$ cat src/rtl/pwm_pkg.sv
// Shared types and result mapping for the PWM duty meter.
// Build option: PWM_DEGLITCH_EN (see pwm_duty_meter).
package pwm_pkg;

  localparam int DEF_WIN_BITS = 8;
  // Wide enough for any supported WIN_BITS (up to 15).
  localparam int RES_W = 16;

  typedef enum logic [1:0] {
    FLUSH,
    ACQUIRE,
    TRACK
  } state_t;

  // Returns {no_signal, duty}; duty is high_count-1, zero when no high cycles were seen.
  function automatic logic [RES_W:0] map_result(input logic [RES_W:0] r);
    if (r == '0) begin
      map_result = {1'b1, {RES_W{1'b0}}};
    end else begin
      map_result = {1'b0, r[RES_W-1:0] - RES_W'(1)};
    end
  endfunction

endpackage

$ cat src/rtl/pwm_duty_meter_sync.sv
// Multi-flop bit synchronizer with asynchronous clear; generic, reusable.
module pwm_in_sync
  import pwm_pkg::*;
#(
  parameter int SYNC_STAGES = 2
) (
  input  logic CLK,
  input  logic RST,
  input  logic d,
  output logic q
);

  logic [SYNC_STAGES-1:0] sync_p0;

  always_ff @(posedge CLK or posedge RST) begin
    if (RST) begin
      sync_p0 <= '0;
    end else begin
      sync_p0 <= {sync_p0[SYNC_STAGES-2:0], d};
    end
  end

  assign q = sync_p0[SYNC_STAGES-1];

endmodule

$ cat src/rtl/pwm_duty_meter.sv
// Recovers the 8-bit PWM intensity code by counting high cycles per aligned window.
// Build option: define PWM_DEGLITCH_EN to add a 3-tap majority filter after the synchronizer.
module pwm_duty_meter
  import pwm_pkg::*;
#(
  parameter int WIN_BITS    = DEF_WIN_BITS,
  parameter int SYNC_STAGES = 2
) (
  input  logic                CLK,
  input  logic                RST,
  input  logic                en,
  input  logic                pwm_in,
  output logic [WIN_BITS-1:0] duty,
  output logic                duty_valid,
  output logic                locked,
  output logic                no_signal
);

  logic s;
  logic smp;

  pwm_in_sync #(.SYNC_STAGES(SYNC_STAGES)) u_sync (
    .CLK (CLK),
    .RST (RST),
    .d   (pwm_in),
    .q   (s)
  );

`ifdef PWM_DEGLITCH_EN
  // Majority of the current and two previous samples removes 1-cycle pulses and dropouts.
  logic [1:0] dg_p1;

  always_ff @(posedge CLK or posedge RST) begin
    if (RST) begin
      dg_p1 <= '0;
    end else begin
      dg_p1 <= {dg_p1[0], s};
    end
  end

  assign smp = (s & dg_p1[0]) | (s & dg_p1[1]) | (dg_p1[0] & dg_p1[1]);
`else
  assign smp = s;
`endif

  logic [WIN_BITS-1:0] wcnt;
  logic [WIN_BITS:0]   hcnt;
  logic [WIN_BITS:0]   hcnt_final;
  logic [WIN_BITS:0]   prev;
  logic [RES_W:0]      res;
  logic                terminal;
  logic                publish;
  logic                unused_res_hi;
  state_t              state;
  state_t              state_d;

  // The terminal cycle's own sample belongs to the closing window.
  assign terminal      = en && (wcnt == '1);
  assign hcnt_final    = hcnt + {{WIN_BITS{1'b0}}, smp};
  assign res           = map_result({{(RES_W-WIN_BITS){1'b0}}, hcnt_final});
  assign unused_res_hi = ^res[RES_W-1:WIN_BITS];

  always_comb begin
    state_d = state;
    publish = 1'b0;
    if (!en) begin
      state_d = FLUSH;
    end else if (terminal) begin
      case (state)
        FLUSH:   state_d = ACQUIRE;
        ACQUIRE: begin
          state_d = TRACK;
          publish = 1'b1;
        end
        TRACK:   publish = 1'b1;
        default: state_d = FLUSH;
      endcase
    end
  end

  always_ff @(posedge CLK or posedge RST) begin
    if (RST) begin
      state <= FLUSH;
    end else begin
      state <= state_d;
    end
  end

  always_ff @(posedge CLK or posedge RST) begin
    if (RST) begin
      wcnt       <= '0;
      hcnt       <= '0;
      prev       <= '0;
      duty       <= '0;
      duty_valid <= 1'b0;
      locked     <= 1'b0;
      no_signal  <= 1'b0;
    end else if (!en) begin
      wcnt       <= '0;
      hcnt       <= '0;
      duty_valid <= 1'b0;
      locked     <= 1'b0;
    end else begin
      wcnt       <= wcnt + WIN_BITS'(1);
      hcnt       <= terminal ? '0 : hcnt_final;
      duty_valid <= publish;
      if (publish) begin
        duty      <= res[WIN_BITS-1:0];
        no_signal <= res[RES_W];
        prev      <= hcnt_final;
        locked    <= (state == TRACK) && (hcnt_final == prev);
      end
    end
  end

endmodule

$ cat config.mk
export PLATFORM = sky130hd
export DESIGN_NAME = pwm_duty_meter
export DESIGN_NICKNAME = d
export VERILOG_FILES = /design/src/rtl/pwm_pkg.sv /design/src/rtl/pwm_duty_meter_sync.sv /design/src/rtl/pwm_duty_meter.sv
export SDC_FILE = /design/constraint.sdc
export NUM_CORES = 1
export LEC_CHECK = 0
export BUFFER_PORTS_ARGS = -buffer_cell sky130_fd_sc_hd__buf_2
export CAP_MARGIN = 20
export CELL_PAD_IN_SITES_DETAIL_PLACEMENT = 1
export CELL_PAD_IN_SITES_GLOBAL_PLACEMENT = 2
export CORE_MARGIN = 2
export CORE_UTILIZATION = 39
export CTS_CLUSTER_SIZE = 12
export DETAILED_ROUTE_END_ITERATION = 7
export PLACE_DENSITY = 0.88
export SLEW_MARGIN = 20
export SYNTH_ARGS = -nofsm -noshare
export SYNTH_HDL_FRONTEND = slang
export SYNTH_SLANG_ARGS = --single-unit
$ cat constraint.sdc
create_clock -name CLK -period 2.3 [get_ports CLK]
set_input_delay 0.23 -clock CLK [delete_from_list [all_inputs] [get_ports CLK]]
set_output_delay 0.23 -clock CLK [all_outputs]
set_load 0.03 [all_outputs]
---- After elaboration in Yosys (flattened, before gate mapping) ----
Cells that the tools add are included.
word-level totals
  bits in read-only memories .............. 0
  input bits .............................. 4
  bits in latches ......................... 0
  memory bits (writable) .................. 0
  logic and storage cells ................. 39
  register bits after elaboration ......... 41
  memories kept ........................... 0
cells by class
  $mul .................................... 0
  $lt $le $gt $ge ......................... 0
  shift operators ......................... 0
  equal/unequal tests ..................... 7
  div/mod/pow operators ................... 0
  add/sub/neg operators ................... 3
  bitwise operators ....................... 0
  reductions and logical operators ........ 7
  mux-type cells .......................... 13
operators by type and width
  kind                                                                  number
  9-bit 2-to-1 mux                                                      2
  17-bit 2-to-1 mux                                                     1
  9-bit by 1-bit subtractor with 10-bit output (second input constant)  1
  9-bit by 1-bit adder with 9-bit output                                1
  9-bit == test                                                         1
  9-bit logical NOT                                                     1
  8-bit by 1-bit adder with 8-bit output (second input constant)        1
  8-bit == test (second input constant)                                 1
  8-bit 2-to-1 mux                                                      1
  1-bit 2-to-1 mux                                                      6
  2-bit case mux with 3 select lines                                    1
  2-bit 2-to-1 mux                                                      2
  2-bit by 1-bit != test with 1-bit output (second input constant)      2
  2-bit AND reduction                                                   2
  2-bit by 1-bit == test with 1-bit output (second input constant)      1
  2-bit == test (second input constant)                                 1
  1-bit logical AND                                                     2
  2-bit logical NOT                                                     1
  2-bit != test (second input constant)                                 1
  2-bit OR reduction                                                    1

---- Longest topological paths before layout ----
  depth in word-level cells ............... 7
  depth in mapped cells ................... 9

---- Modules after synthesis ----
From an unflattened synthesis, not the netlist that was laid out.
unflattened totals
  cell total of the unflattened synthesis .. 222
  area total of the unflattened synthesis .. 2200.9 um2
by module, submodules not included
  module          cells each  seq. area each (um2)  area each (um2)  instances
  pwm_duty_meter  219         975.9                 2147.1           1
  pwm_in_sync     3           50.0                  53.8             1

---- Worst setup path before layout ----
OpenSTA, ideal clock, no wires.
  path type ............................... flip-flop to flip-flop
  start ................................... reg u_sync.sync_p0[1]
  end ..................................... reg duty[7]
  arrival time ............................ 1.990 ns
  buffers on the path ..................... 1
  setup slack ............................. 0.180 ns
  library setup time ...................... 0.130 ns
  stages on the path, launching flop included .. 9
  cells stage by stage .................... dfrtp_1 > ha_1 > ha_1 > and2_1 > buf_6 > a2111oi_4 > a31oi_2 > o41ai_1 > nor3_1
between the ends
  cells in the longest elaborated chain, start to end .. 3
  elaborated cells between the ends (all ways) .. 4
ends and longest elaborated chain
  element                                                                                   RTL line                      source
  from (decl)                                                                               pwm_duty_meter_sync.sv:13     logic [SYNC_STAGES-1:0] sync_p0;
  from (signal assigned)                                                                    pwm_duty_meter_sync.sv:19     sync_p0 <= {sync_p0[SYNC_STAGES-2:0], d};
  9-bit by 1-bit adder with 9-bit output *                                                  pwm_duty_meter.sv:59          assign hcnt_final = hcnt + {{WIN_BITS{1'b0}}, smp};
  9-bit by 1-bit subtractor with 10-bit output / 9-bit logical NOT (equally long branches)  pwm_pkg.sv:20, pwm_pkg.sv:17
  17-bit 2-to-1 mux *                                                                       pwm_pkg.sv:17                 if (r == '0) begin
  to (signal assigned)                                                                      pwm_duty_meter.sv:108         duty <= res[WIN_BITS-1:0];
  to (decl)                                                                                 pwm_duty_meter.sv:13          output logic [WIN_BITS-1:0] duty,
Mark *: on every way between the ends. The rest lies on a longest branch, timed or not.
A chain may end at the register's enable or synchronous reset.

---- Final worst setup path ----
  start ................................... reg u_sync.sync_p0[1]
  end ..................................... reg duty[3]
between the ends
  cells in the longest elaborated chain, start to end .. 3
  elaborated cells between the ends (all ways) .. 4
ends and longest elaborated chain
  element                                                                                   RTL line                      source
  9-bit by 1-bit adder with 9-bit output *                                                  pwm_duty_meter.sv:59
  net hcnt_final[1]                                                                         pwm_duty_meter.sv:48          logic [WIN_BITS:0] hcnt_final;
  9-bit by 1-bit subtractor with 10-bit output / 9-bit logical NOT (equally long branches)  pwm_pkg.sv:20, pwm_pkg.sv:17
  17-bit 2-to-1 mux *                                                                       pwm_pkg.sv:17
The timed path passes the listed nets; every way through them passes the cells marked *.

==> results.toml <==
[setup_path]
worstSetupStartpointType = "flip-flop"
critPathArrivalTime_ns = 2.35
r2r-start = "u_sync.sync_p0[1]"
path_class = "reg2reg"
cp-end-kind = "flip-flop"
crit_fanout = 6
critical_path_required_ns = 2.47
startpoint = "u_sync.sync_p0[1]"

[yosys]
yosys_warnings = 0
syn_nets = 246
syn_area_per_cell_um2 = 9.80
syn_area_um2 = 2300
ys_seq_elements = 41
syn_inst = 235
synth_cell_types = 47
seq_area_frac_synth_pct = 44.6

[layout]
seq_area_um2 = 1030
area.growth.synth_to_final_pct = 12.4
nets = 263
multi_input_area_um2 = 1210
fin_util_pct = 46.1
fillers = 688
diodes = 0
drive_gt1_share_pct = 16.6
mostFrequentLayoutCells = "dfrtp_1 (41), nand2_1 (27), nor2_1 (19), o21ai_0 (18), xnor2_1 (15)"
layout_commonest_cell = "dfrtp_1"

[global_route]
first_global_vias = 1842
grt_max_degree = 42
grt_pass1_wl_um = 9330
grt_overflow = 0
antenna_found_initial = 0
grt_use_total_pct = 18.6

[power]
finalPower_mw = 1.49
power_density_nw_per_um2 = 575
ir_worst_vdd_v = 0.000461
p_leak_nw = 1.14

[sta]
relSlewSlack_pct = 63.9
final_min_period_over_clock_period_pct = 94.7
setup_viol = 0
worst_pin_slew_ns = 0.538
finalCriticalPeriod_ns = 2.18
setup_tns_ns = 0
finalMaxSlewViolations = 0
finClkSkew_ns = 0.00445
rsz0062_at_grt = "false"
max_freq_ghz = 0.459
hold_violations = 0

[detailed_routing]
ant_nets = 0
vias = 1726
drt_iter0_drc = 93
via_per_inst = 5.31
drt_drc_violations_left = 0
dr.pass1.iters = 4
routedWlPerCell_um = 16.3
drt_wl_total_um = 5280

[cts]
cts_inserted_buffers = 5
cts_hold_buf = 0
post_cts_buffers = 0
cts_buffer_depth = 2
root_buffer = "clkbuf_8"
cts.sinks = 41
cts_tree = "built"
clkLatencyLatePin_ns = 0.29
clk_pin_slew_ns = 0.08
h-tree-depth = 2

[hold_path]
hold_class = "in2reg"
worstHoldStart = "pwm_in"

[floorplanning]
dieArea_um2 = 6530
core_um2 = 5610
num_rows = 27
die_w_um = 80.8
pin_count = 15
die_h_um = 80.8
start_util_pct = 41.1

[place]
place.gp.congestion = 0.830
dp_hpwl_um = 3750
portBuffers = 14

[outcome]
status = "finished, final reports clean"

[run]
maxCapViolCount = 0
-- cell families (layout without fill, tap and decap cells) --
kind of cell | after synthesis | in the layout | synth area share [%]
AO/OA/AOI/OAI | 51 | 51 | 14.9
XOR/XNOR | 24 | 24 | 11.2
adder cells (fa/ha/maj) | 7 | 7 | 3.80
buffers and inverters | 17 | 35 | 3.86
flip-flops | 41 | 41 | 44.6
multiplexers | 1 | 1 | 0.489
AND/OR/NAND/NOR | 94 | 94 | 21.2
-- worst max-delay path, stage by stage, from the launching register on --
cell,delay [ns]
dfrtp_1,0.38
ha_1,0.21
ha_2,0.27
inv_1,0.15
ha_4,0.18
nand2_1,0.07
or2_2,0.32
nor3_4,0.33
o31ai_1,0.13
-- layer usage --
metal  track usage [%]  wire length (µm)  up-vias
met5                 0                 0        -
met4              4.07                40        0
met3              3.33               131        4
met2              31.3              2520       18
met1              25.1              2590      858
li1                  -                 -      846
-- synthesized netlist by cell type, drive strengths merged --
cell type / instances / area [µm²]
dfrtp: 41 / 1030
nand2: 27 / 101
nor2: 20 / 77.6
o21ai: 18 / 90.1
xnor2: 17 / 164
and2: 12 / 77.6
a21oi: 10 / 50.1
nand3: 10 / 50.1
ha: 7 / 87.6
buf: 6 / 47.5
o31ai: 6 / 45.0
xor2: 6 / 71.3
a31oi: 5 / 37.5
and3: 5 / 36.3
clkbuf: 5 / 18.8
inv: 5 / 18.8
nor3: 4 / 31.3
nand2b: 3 / 18.8
nand4: 3 / 18.8
nand4b: 3 / 26.3
a211o: 2 / 17.5
a21boi: 2 / 15.0
a21o: 2 / 15.0
nor2b: 2 / 12.5
a2111oi: 1 / 27.5
a21bo: 1 / 10.0
a311oi: 1 / 8.76
and3b: 1 / 8.76
and4: 1 / 8.76
clkinv: 1 / 3.75
mux2: 1 / 11.3
nor3b: 1 / 7.51
o2111ai: 1 / 8.76
o31a: 1 / 8.76
o41ai: 1 / 8.76
or2: 1 / 6.26
or3: 1 / 6.26
xnor3: 1 / 22.5
-- timing repair --
item / 4_1_cts / 5_1_grt
gates resized for setup: 0 / 4
endpoints found under the hold margin: 0 / 0
setup endpoints to repair: 0 / 8
-- metrics by stage --
stage,instance area [µm²],hold slack [ns],instances,setup WS [ns]
after floorplan,2300,0.261,235,0.180
after global placement,2450,0.340,317,0.170
after detailed placement,2450,0.341,317,0.119
after CTS,2560,0.0320,325,0.0962
after global routing,2590,0.0328,325,0.0118
final,2590,0.0370,325,0.122
-- worst paths after layout --
check,endpoint,depth (start not counted),slack [ns]
worst max-delay path,duty[3],8,0.12
worst min-delay path,u_sync.sync_p0[0],1,0.04
max in group asynchronous,duty[4],3,1.88
worst max register to register,duty[3],8,0.12
worst min register to register,u_sync.sync_p0[1],0,0.38
min in group asynchronous,hcnt[6],3,0.05
-- registers in the layout, indices dropped and copies added (netlist names) --
signal / count
hcnt: 9
state: 2
no_signal: 1
duty: 8
wcnt: 8
duty_valid: 1
u_sync.sync_p0: 2
locked: 1
prev: 9
-- where the power goes --
part / total, mW / internal (mW) / switching, mW
Combinational: 0.139 / 0.0497 / 0.0893
Clock: 0.610 / 0.354 / 0.256
Sequential: 0.737 / 0.730 / 0.00768
Total: 1.49 / 1.13 / 0.353
-- cell type report --
class | instances | share of cell area [%]
clock inverters | 1 | 1.16
clock buffers | 7 | 3.34
repair buffers | 21 | 4.74
flip-flops and latches | 41 | 39.7
inverters | 6 | 0.870
multi-input cells | 177 | 46.8
well taps | 72 | 3.48
(Power assumes the default switching activity.)
